### src/rtl/param_dual_port_stack_if.sv
// One request/response port of the dual-port stack.
// master drives requests and consumes responses; slave is the stack side.
interface param_dual_port_stack_if #(
  parameter int DATA_W = 8
);
  logic              inp_valid;
  logic              inp_ready;
  logic [DATA_W-1:0] inp_data;
  logic [1:0]        inp_cmd;
  logic              outp_valid;
  logic              outp_ready;
  logic [DATA_W-1:0] outp_data;
  logic [1:0]        outp_cmd;
  logic              outp_err;

  modport master (
    output inp_valid, inp_data, inp_cmd, outp_ready,
    input  inp_ready, outp_valid, outp_data, outp_cmd, outp_err
  );

  modport slave (
    input  inp_valid, inp_data, inp_cmd, outp_ready,
    output inp_ready, outp_valid, outp_data, outp_cmd, outp_err
  );
endinterface

### src/rtl/param_dual_port_stack.sv
// Shared LIFO stack with two round-robin-arbitrated request/response ports.
// Latency: response registered 1 cycle after acceptance; count/full/empty update on the same edge.
// Backpressure: a port takes a request only when its response slot is free; over/underflow is answered with err.
module param_dual_port_stack #(
  parameter  int DATA_W = 8,
  parameter  int DEPTH  = 256,
  localparam int CNT_W  = $clog2(DEPTH + 1)
) (
  input  logic                 clk,
  input  logic                 rst,
  param_dual_port_stack_if.slave port0,
  param_dual_port_stack_if.slave port1,
  output logic [CNT_W-1:0]     count,
  output logic                 full,
  output logic                 empty
);

  localparam int               AW      = (DEPTH > 1) ? $clog2(DEPTH) : 1;
  localparam logic [CNT_W-1:0] DEPTH_C = CNT_W'(DEPTH);
  localparam logic [1:0]       CMD_PUSH  = 2'b00;
  localparam logic [1:0]       CMD_POP   = 2'b01;
  localparam logic [1:0]       CMD_PEEK  = 2'b10;
  localparam logic [1:0]       CMD_CLEAR = 2'b11;

  logic [DATA_W-1:0] mem [DEPTH];

  logic [CNT_W-1:0]  cnt_q;
  logic [CNT_W-1:0]  cnt_nxt;
  logic [CNT_W-1:0]  cnt_m1;
  logic              prio_q;

  logic [1:0]        req_vld;
  logic [1:0]        rsp_rdy;
  logic [1:0]        slot_free;
  logic [1:0]        rdy;
  logic [1:0]        grant;

  logic [1:0]        sel_cmd;
  logic [DATA_W-1:0] sel_data;
  logic [DATA_W-1:0] top_data;
  logic              wr_en;
  logic [DATA_W-1:0] rsp_data;
  logic              rsp_err;

  logic              rsp_vld_q [2];
  logic [DATA_W-1:0] rsp_dat_q [2];
  logic [1:0]        rsp_cmd_q [2];
  logic              rsp_err_q [2];

  assign req_vld   = {port1.inp_valid, port0.inp_valid};
  assign rsp_rdy   = {port1.outp_ready, port0.outp_ready};
  assign slot_free = {!rsp_vld_q[1] || rsp_rdy[1], !rsp_vld_q[0] || rsp_rdy[0]};

  // A port yields only when the other port could actually be granted and holds priority.
  assign rdy[0] = !rst && slot_free[0] && !(req_vld[1] && slot_free[1] &&  prio_q);
  assign rdy[1] = !rst && slot_free[1] && !(req_vld[0] && slot_free[0] && !prio_q);
  assign grant  = req_vld & rdy;

  assign port0.inp_ready = rdy[0];
  assign port1.inp_ready = rdy[1];

  assign sel_cmd  = grant[1] ? port1.inp_cmd  : port0.inp_cmd;
  assign sel_data = grant[1] ? port1.inp_data : port0.inp_data;
  assign cnt_m1   = cnt_q - CNT_W'(1);
  assign top_data = mem[cnt_m1[AW-1:0]];

  always_comb begin
    cnt_nxt  = cnt_q;
    wr_en    = 1'b0;
    rsp_data = '0;
    rsp_err  = 1'b0;
    if (|grant) begin
      case (sel_cmd)
        CMD_PUSH: begin
          rsp_data = sel_data;
          if (cnt_q == DEPTH_C) begin
            rsp_err = 1'b1;
          end else begin
            wr_en   = 1'b1;
            cnt_nxt = cnt_q + CNT_W'(1);
          end
        end
        CMD_POP: begin
          if (cnt_q == '0) begin
            rsp_err = 1'b1;
          end else begin
            rsp_data = top_data;
            cnt_nxt  = cnt_m1;
          end
        end
        CMD_PEEK: begin
          if (cnt_q == '0) rsp_err = 1'b1;
          else             rsp_data = top_data;
        end
        CMD_CLEAR: cnt_nxt = '0;
        default: ;
      endcase
    end
  end

  always_ff @(posedge clk) begin
    if (wr_en) mem[cnt_q[AW-1:0]] <= sel_data;
  end

  always_ff @(posedge clk) begin
    if (rst) begin
      cnt_q  <= '0;
      full   <= 1'b0;
      empty  <= 1'b1;
      prio_q <= 1'b0;
      for (int p = 0; p < 2; p++) begin
        rsp_vld_q[p] <= 1'b0;
        rsp_dat_q[p] <= '0;
        rsp_cmd_q[p] <= 2'b00;
        rsp_err_q[p] <= 1'b0;
      end
    end else begin
      cnt_q <= cnt_nxt;
      full  <= (cnt_nxt == DEPTH_C);
      empty <= (cnt_nxt == '0);
      if (grant[0])      prio_q <= 1'b1;
      else if (grant[1]) prio_q <= 1'b0;
      for (int p = 0; p < 2; p++) begin
        if (grant[p]) begin
          rsp_vld_q[p] <= 1'b1;
          rsp_dat_q[p] <= rsp_data;
          rsp_cmd_q[p] <= sel_cmd;
          rsp_err_q[p] <= rsp_err;
        end else if (rsp_rdy[p]) begin
          rsp_vld_q[p] <= 1'b0;
        end
      end
    end
  end

  assign count = cnt_q;

  assign port0.outp_valid = rsp_vld_q[0];
  assign port0.outp_data  = rsp_dat_q[0];
  assign port0.outp_cmd   = rsp_cmd_q[0];
  assign port0.outp_err   = rsp_err_q[0];
  assign port1.outp_valid = rsp_vld_q[1];
  assign port1.outp_data  = rsp_dat_q[1];
  assign port1.outp_cmd   = rsp_cmd_q[1];
  assign port1.outp_err   = rsp_err_q[1];

endmodule

### src/flat_wrapper.sv
// flat-port wrapper written by rule: the top's interface ports become plain ports
module param_dual_port_stack_flat 
#(
  parameter  int DATA_W = 8,
  parameter  int DEPTH  = 256,
  localparam int CNT_W  = $clog2(DEPTH + 1)
)
  (clk, rst, count, full, empty, port0_inp_valid, port0_inp_data, port0_inp_cmd, port0_outp_ready, port0_inp_ready, port0_outp_valid, port0_outp_data, port0_outp_cmd, port0_outp_err, port1_inp_valid, port1_inp_data, port1_inp_cmd, port1_outp_ready, port1_inp_ready, port1_outp_valid, port1_outp_data, port1_outp_cmd, port1_outp_err);
  param_dual_port_stack_if #(.DATA_W(DATA_W)) port0_i ();
  param_dual_port_stack_if #(.DATA_W(DATA_W)) port1_i ();
  input  logic clk;
  input  logic rst;
  output logic [CNT_W-1:0] count;
  output logic full;
  output logic empty;
  input wire logic [$bits(port0_i.inp_valid)-1:0] port0_inp_valid;
  input wire logic [$bits(port0_i.inp_data)-1:0] port0_inp_data;
  input wire logic [$bits(port0_i.inp_cmd)-1:0] port0_inp_cmd;
  input wire logic [$bits(port0_i.outp_ready)-1:0] port0_outp_ready;
  output wire logic [$bits(port0_i.inp_ready)-1:0] port0_inp_ready;
  output wire logic [$bits(port0_i.outp_valid)-1:0] port0_outp_valid;
  output wire logic [$bits(port0_i.outp_data)-1:0] port0_outp_data;
  output wire logic [$bits(port0_i.outp_cmd)-1:0] port0_outp_cmd;
  output wire logic [$bits(port0_i.outp_err)-1:0] port0_outp_err;
  input wire logic [$bits(port1_i.inp_valid)-1:0] port1_inp_valid;
  input wire logic [$bits(port1_i.inp_data)-1:0] port1_inp_data;
  input wire logic [$bits(port1_i.inp_cmd)-1:0] port1_inp_cmd;
  input wire logic [$bits(port1_i.outp_ready)-1:0] port1_outp_ready;
  output wire logic [$bits(port1_i.inp_ready)-1:0] port1_inp_ready;
  output wire logic [$bits(port1_i.outp_valid)-1:0] port1_outp_valid;
  output wire logic [$bits(port1_i.outp_data)-1:0] port1_outp_data;
  output wire logic [$bits(port1_i.outp_cmd)-1:0] port1_outp_cmd;
  output wire logic [$bits(port1_i.outp_err)-1:0] port1_outp_err;
  assign port0_i.inp_valid = port0_inp_valid;
  assign port0_i.inp_data = port0_inp_data;
  assign port0_i.inp_cmd = port0_inp_cmd;
  assign port0_i.outp_ready = port0_outp_ready;
  assign port0_inp_ready = port0_i.inp_ready;
  assign port0_outp_valid = port0_i.outp_valid;
  assign port0_outp_data = port0_i.outp_data;
  assign port0_outp_cmd = port0_i.outp_cmd;
  assign port0_outp_err = port0_i.outp_err;
  assign port1_i.inp_valid = port1_inp_valid;
  assign port1_i.inp_data = port1_inp_data;
  assign port1_i.inp_cmd = port1_inp_cmd;
  assign port1_i.outp_ready = port1_outp_ready;
  assign port1_inp_ready = port1_i.inp_ready;
  assign port1_outp_valid = port1_i.outp_valid;
  assign port1_outp_data = port1_i.outp_data;
  assign port1_outp_cmd = port1_i.outp_cmd;
  assign port1_outp_err = port1_i.outp_err;
  param_dual_port_stack #(.DATA_W(DATA_W), .DEPTH(DEPTH)) u_core (.clk(clk), .rst(rst), .port0(port0_i), .port1(port1_i), .count(count), .full(full), .empty(empty));
endmodule
### config.mk
export PLATFORM = sky130hd
export DESIGN_NAME = param_dual_port_stack_flat
export DESIGN_NICKNAME = d
export VERILOG_FILES = /design/src/rtl/param_dual_port_stack_if.sv /design/src/rtl/param_dual_port_stack.sv /design/src/flat_wrapper.sv
export SDC_FILE = /design/constraint.sdc
export NUM_CORES = 2
export LEC_CHECK = 0
export ABC_AREA = 1
export CAP_MARGIN = 40
export CORE_MARGIN = 5
export CORE_UTILIZATION = 44
export CTS_CLUSTER_DIAMETER = 80
export DETAILED_ROUTE_END_ITERATION = 7
export DONT_BUFFER_PORTS = 1
export SYNTH_ARGS = -nofsm -noshare
export SYNTH_HDL_FRONTEND = slang
export SYNTH_SLANG_ARGS = --single-unit
### constraint.sdc
create_clock -name clk -period 8.5 [get_ports clk]
set_input_delay 1.275 -clock clk [delete_from_list [all_inputs] [get_ports clk]]
set_output_delay 1.275 -clock clk [all_outputs]
set_load 0.03 [all_outputs]
==> metrics.md <==
| Metric | Value |
|---|---|
| Power Total | `24.4 mW` |
| Total congestion overflow | `0` |
| RSZ-0062 raised after global routing | `false` |
| Clk sinks | `2084` |
| Sequential share of power | `a little under half` |
| Adder-cell share of the synthesized area | `0.133%` |
| Row count | `161` |
| Share of cells above drive strength 1 | `between 6 and 7%` |
| Initial Utilization | `between 40% and 50%` |
| Post-route setup slack | `2940 ps` |
| Latest clock arrival within the worst-skew pair | `between 800 and 900 ps` |
| Top cell type's share of synthesized area | `between 70 and 80%` |
| Post-synth EDFFs | `~2100` |
| Fin nets | `7000` |
| Worst slew pin tran | `1010 ps` |
| Multi-input logic area | `between 20000 and 25000 um2` |
| Hold buffers post-CTS | `0` |
| Critical path class | `flop to flop` |
| Cell Area, Synth | `around 85000 um2` |
| Cell variety after synth | `36` |
| Die W | `~450 um` |
| Post-Synth XOR/XNOR Area | `less than 1%` |
| Root buffer cell | `clkbuf_16` |
| Required time worst endpoint | `approximately 9000 ps` |
| Sw Ratio | `around 28%` |
| Synth area leader | `edfxtp_1` |
| Synth Instances | `~7200` |
| PD cells | `260 nW/um2` |
| Setup WS pre-CTS | `around 2600 ps` |
| Syn_area_per_cell | `approximately 12 um2` |
| Top cells by area, synth | `edfxtp_1 (73%), nand3_1 (12%), nand2_1 (9.3%)` |
| Die ar. | `202000 um2` |
| Part of the power in combinational logic | `between 10% and 20%` |
| Synth Warn # | `0` |
| Compound-Gate Fraction of Synth Area | `less than 1%` |
| Max-slew violations | `0` |
| Crit share post-route | `approximately 65%` |
| Initial antenna violation count | `6` |
| Max transition margin | `around a third` |
| Arr. time, crit path | `between 6000 and 7000 ps` |
| Routed vias/inst | `about 5.7` |
| CTS Buffer Depth | `3` |
| Largest family of logic cells by synthesized area | `simple AND/OR/NAND/NOR gates` |
| Mux contribution to synthesized area | `less than 1%` |
| Fill cells | `~17000` |
| Syn Nets | `roughly 7200` |
| Most common library cells after synthesis | `nand2_1 (2112), edfxtp_1 (2071), nand3_1 (2062), nor2_1 (280), buf_2 (269)` |
| First-pass GRT wire length | `~350000 um` |
| Sequential fraction of the synthesis area | `between 70 and 80%` |
| Total GRT Usage | `23.0%` |
| Max Clk Rate | `180 MHz` |
| Psw | `a little under 7 mW` |
| Seq cells post-synth | `around 2100` |
| Post-DP HPWL | `132000 um` |
| Final setup skew | `around 40 ps` |
| Pin count of the biggest net entering global routing | `approximately 220` |
| Pre-antenna DRT Iters | `6` |
| Post-synthesis simple-gate area fraction | `between 20% and 30%` |
| Drt total wl | `238000 um` |
| Count leader, synth | `nand2_1` |
| Post-route insts no fill | `a little under 10000` |
| Crit. End Element | `flop` |
| Power Internal | `17.6 mW` |
| CTS H-tree depth | `4` |
| DP Cell Count | `9286` |
| Port Buffers | `0` |
| CP max FO | `177` |
| Post-DP Area | `around 87000 um2` |
| Routed Antenna Nets | `0` |
| Routed len/inst | `~25 um` |
| Tmin final | `roughly 5600 ps` |
| Endpoints failing hold | `0` |
| Io pins | `63` |
| Post-CTS Resized | `0` |
| # setup viols final | `0` |
| Final Cell Area | `approximately 94000 um2` |
| Vias | `roughly 55000` |
| Vias in the first global route | `approximately 53000` |
| Max capacitance violation total | `0` |
| Primary FF master, synth | `edfxtp_1` |
| Die Y | `about 450 um` |
| Setup TNS Final | `0 ps` |
| Register area | `approximately 62000 um2` |
| Asr flop ratio synth | `0%` |
| Routability cong. | `0.905` |
| Hold Crit Class | `primary input to flop` |
| Post CTS Setup Buffer Count | `0` |
| Clock-pin slew on the worst setup and hold paths | `about 60 ps` |
| Status | `finished clean` |
| Core Area | `~190000 um2` |
| CTS tree | `done` |
| Worst setup SP type | `flop` |
| Peak supply drop | `between 150 and 200 uV` |
| Pleak | `31.9 nW` |
| Clock power frac | `a little under two fifths` |
| Area delta synth->final | `10.8%` |
| Drc violations | `0` |
| Num CTS Buffers | `a little over 200` |
| DRT iter0 DRCs | `about 6800` |
-- layer usage --
| metal | up-vias | GRT usage [%] | share of wire [%] |
|---|---|---|---|
| met1 | 27207 | 32.0 | 41 |
| met5 | - | 0 | 0 |
| li1 | 25104 | - | - |
| met3 | 486 | 4.41 | 9.1 |
| met2 | 2659 | 35.8 | 45 |
| met4 | 0 | 9.41 | 4.4 |
-- worst max-delay path, stage by stage (launching register included) --
cell	delay (ps)
dfxtp_4	690
inv_8	370
ha_4	800
buf_12	660
buf_4	790
nand3_1	160
nand3_1	140
nand3_1	160
nand3_1	120
nand3_1	260
nand3_1	320
nand3_1	180
nand3_1	240
a21oi_1	150
-- cell families (layout without fill, tap and decap cells) --
family	after synthesis	in the layout
muxes	8	8
other	0	1
and+or+nand+nor	4484	4484
DFF	2084	2084
adders and majority gates	9	9
buffers and inverters	525	509
xor gates and xnor gates	5	5
AOI/OAI and AO/OA	41	41
-- placed cells by master (no fill, tap or decap), types with 2 or more instances in the layout --
cell	n
nand2_1	2103
edfxtp_1	2071
nand3_1	2054
nor2_1	280
clkbuf_16	203
buf_4	62
clkinv_1	43
clkinv_2	40
clkbuf_1	35
bufinv_16	29
inv_1	28
buf_12	20
a21oi_1	19
nand3_2	13
dfxtp_1	12
o21ai_0	10
nand4_1	10
clkinvlp_4	10
mux2_8	8
inv_2	8
ha_1	8
inv_6	8
nand2_2	7
inv_16	6
nor2_4	4
clkinv_8	4
buf_16	4
inv_8	3
nand2_4	3
o21ai_1	3
o22ai_1	3
buf_8	3
nor2_2	2
xor2_4	2
xor2_2	2
clkinv_16	2
-- through the flow --
stage	hold WS (ps)	util [%]
2_1_floorplan	466	-
3_5_place_dp	516	45.3
5_1_grt	452	48.9
3_3_place_gp	510	45.2
4_1_cts	431	48.9
6_report	491	48.9
-- registers in the layout, indices dropped and copies added, names as in the netlist --
register / count
u_core.rsp_dat_q: 16
u_core.empty: 1
u_core.rsp_err_q: 2
u_core.full: 1
u_core.count: 9
u_core.prio_q: 1
u_core.rsp_vld_q: 2
u_core.mem: 2048
u_core.rsp_cmd_q: 4
-- path summary, 6_finish.rpt --
check | start | to | slack, ps | cells after the start
setup / recovery | u_core.count[0]$_SDFF_PP0_ | u_core.rsp_dat_q[0][2]$_DFFE_PP_ | 2940 | 13
hold / removal | rst | u_core.count[0]$_SDFF_PP0_ | 490 | 1
setup reg to reg | u_core.count[0]$_SDFF_PP0_ | u_core.rsp_dat_q[0][2]$_DFFE_PP_ | 2940 | 13
hold reg to reg | u_core.prio_q$_SDFFE_PP0N_ | u_core.prio_q$_SDFFE_PP0N_ | 530 | 2
-- cell type report --
type                            count  share of cell area, %
Inverter                           39                  0.180
Tap cell                         2526                   3.36
Antenna cell                        1                0.00266
Sequential cell                  2084                   66.5
Clock inverter                    142                   1.73
Multi-Input combinational cell   4547                   21.6
Clock buffer                      238                   5.55
Timing Repair Buffer               90                   1.10
-- power groups by stage --
stage | registers (mW) | logic [mW] | clock network (mW)
3_3_place_gp | 11.7 | 3.58 | 0
5_1_grt | 11.5 | 3.92 | 9.79
3_5_place_dp | 11.7 | 3.62 | 0
4_1_cts | 11.5 | 3.63 | 9.34
2_1_floorplan | 11.7 | 2.13 | 0
6_report | 11.5 | 3.72 | 9.22
No activity file was read; power rests on OpenSTA's default activity.
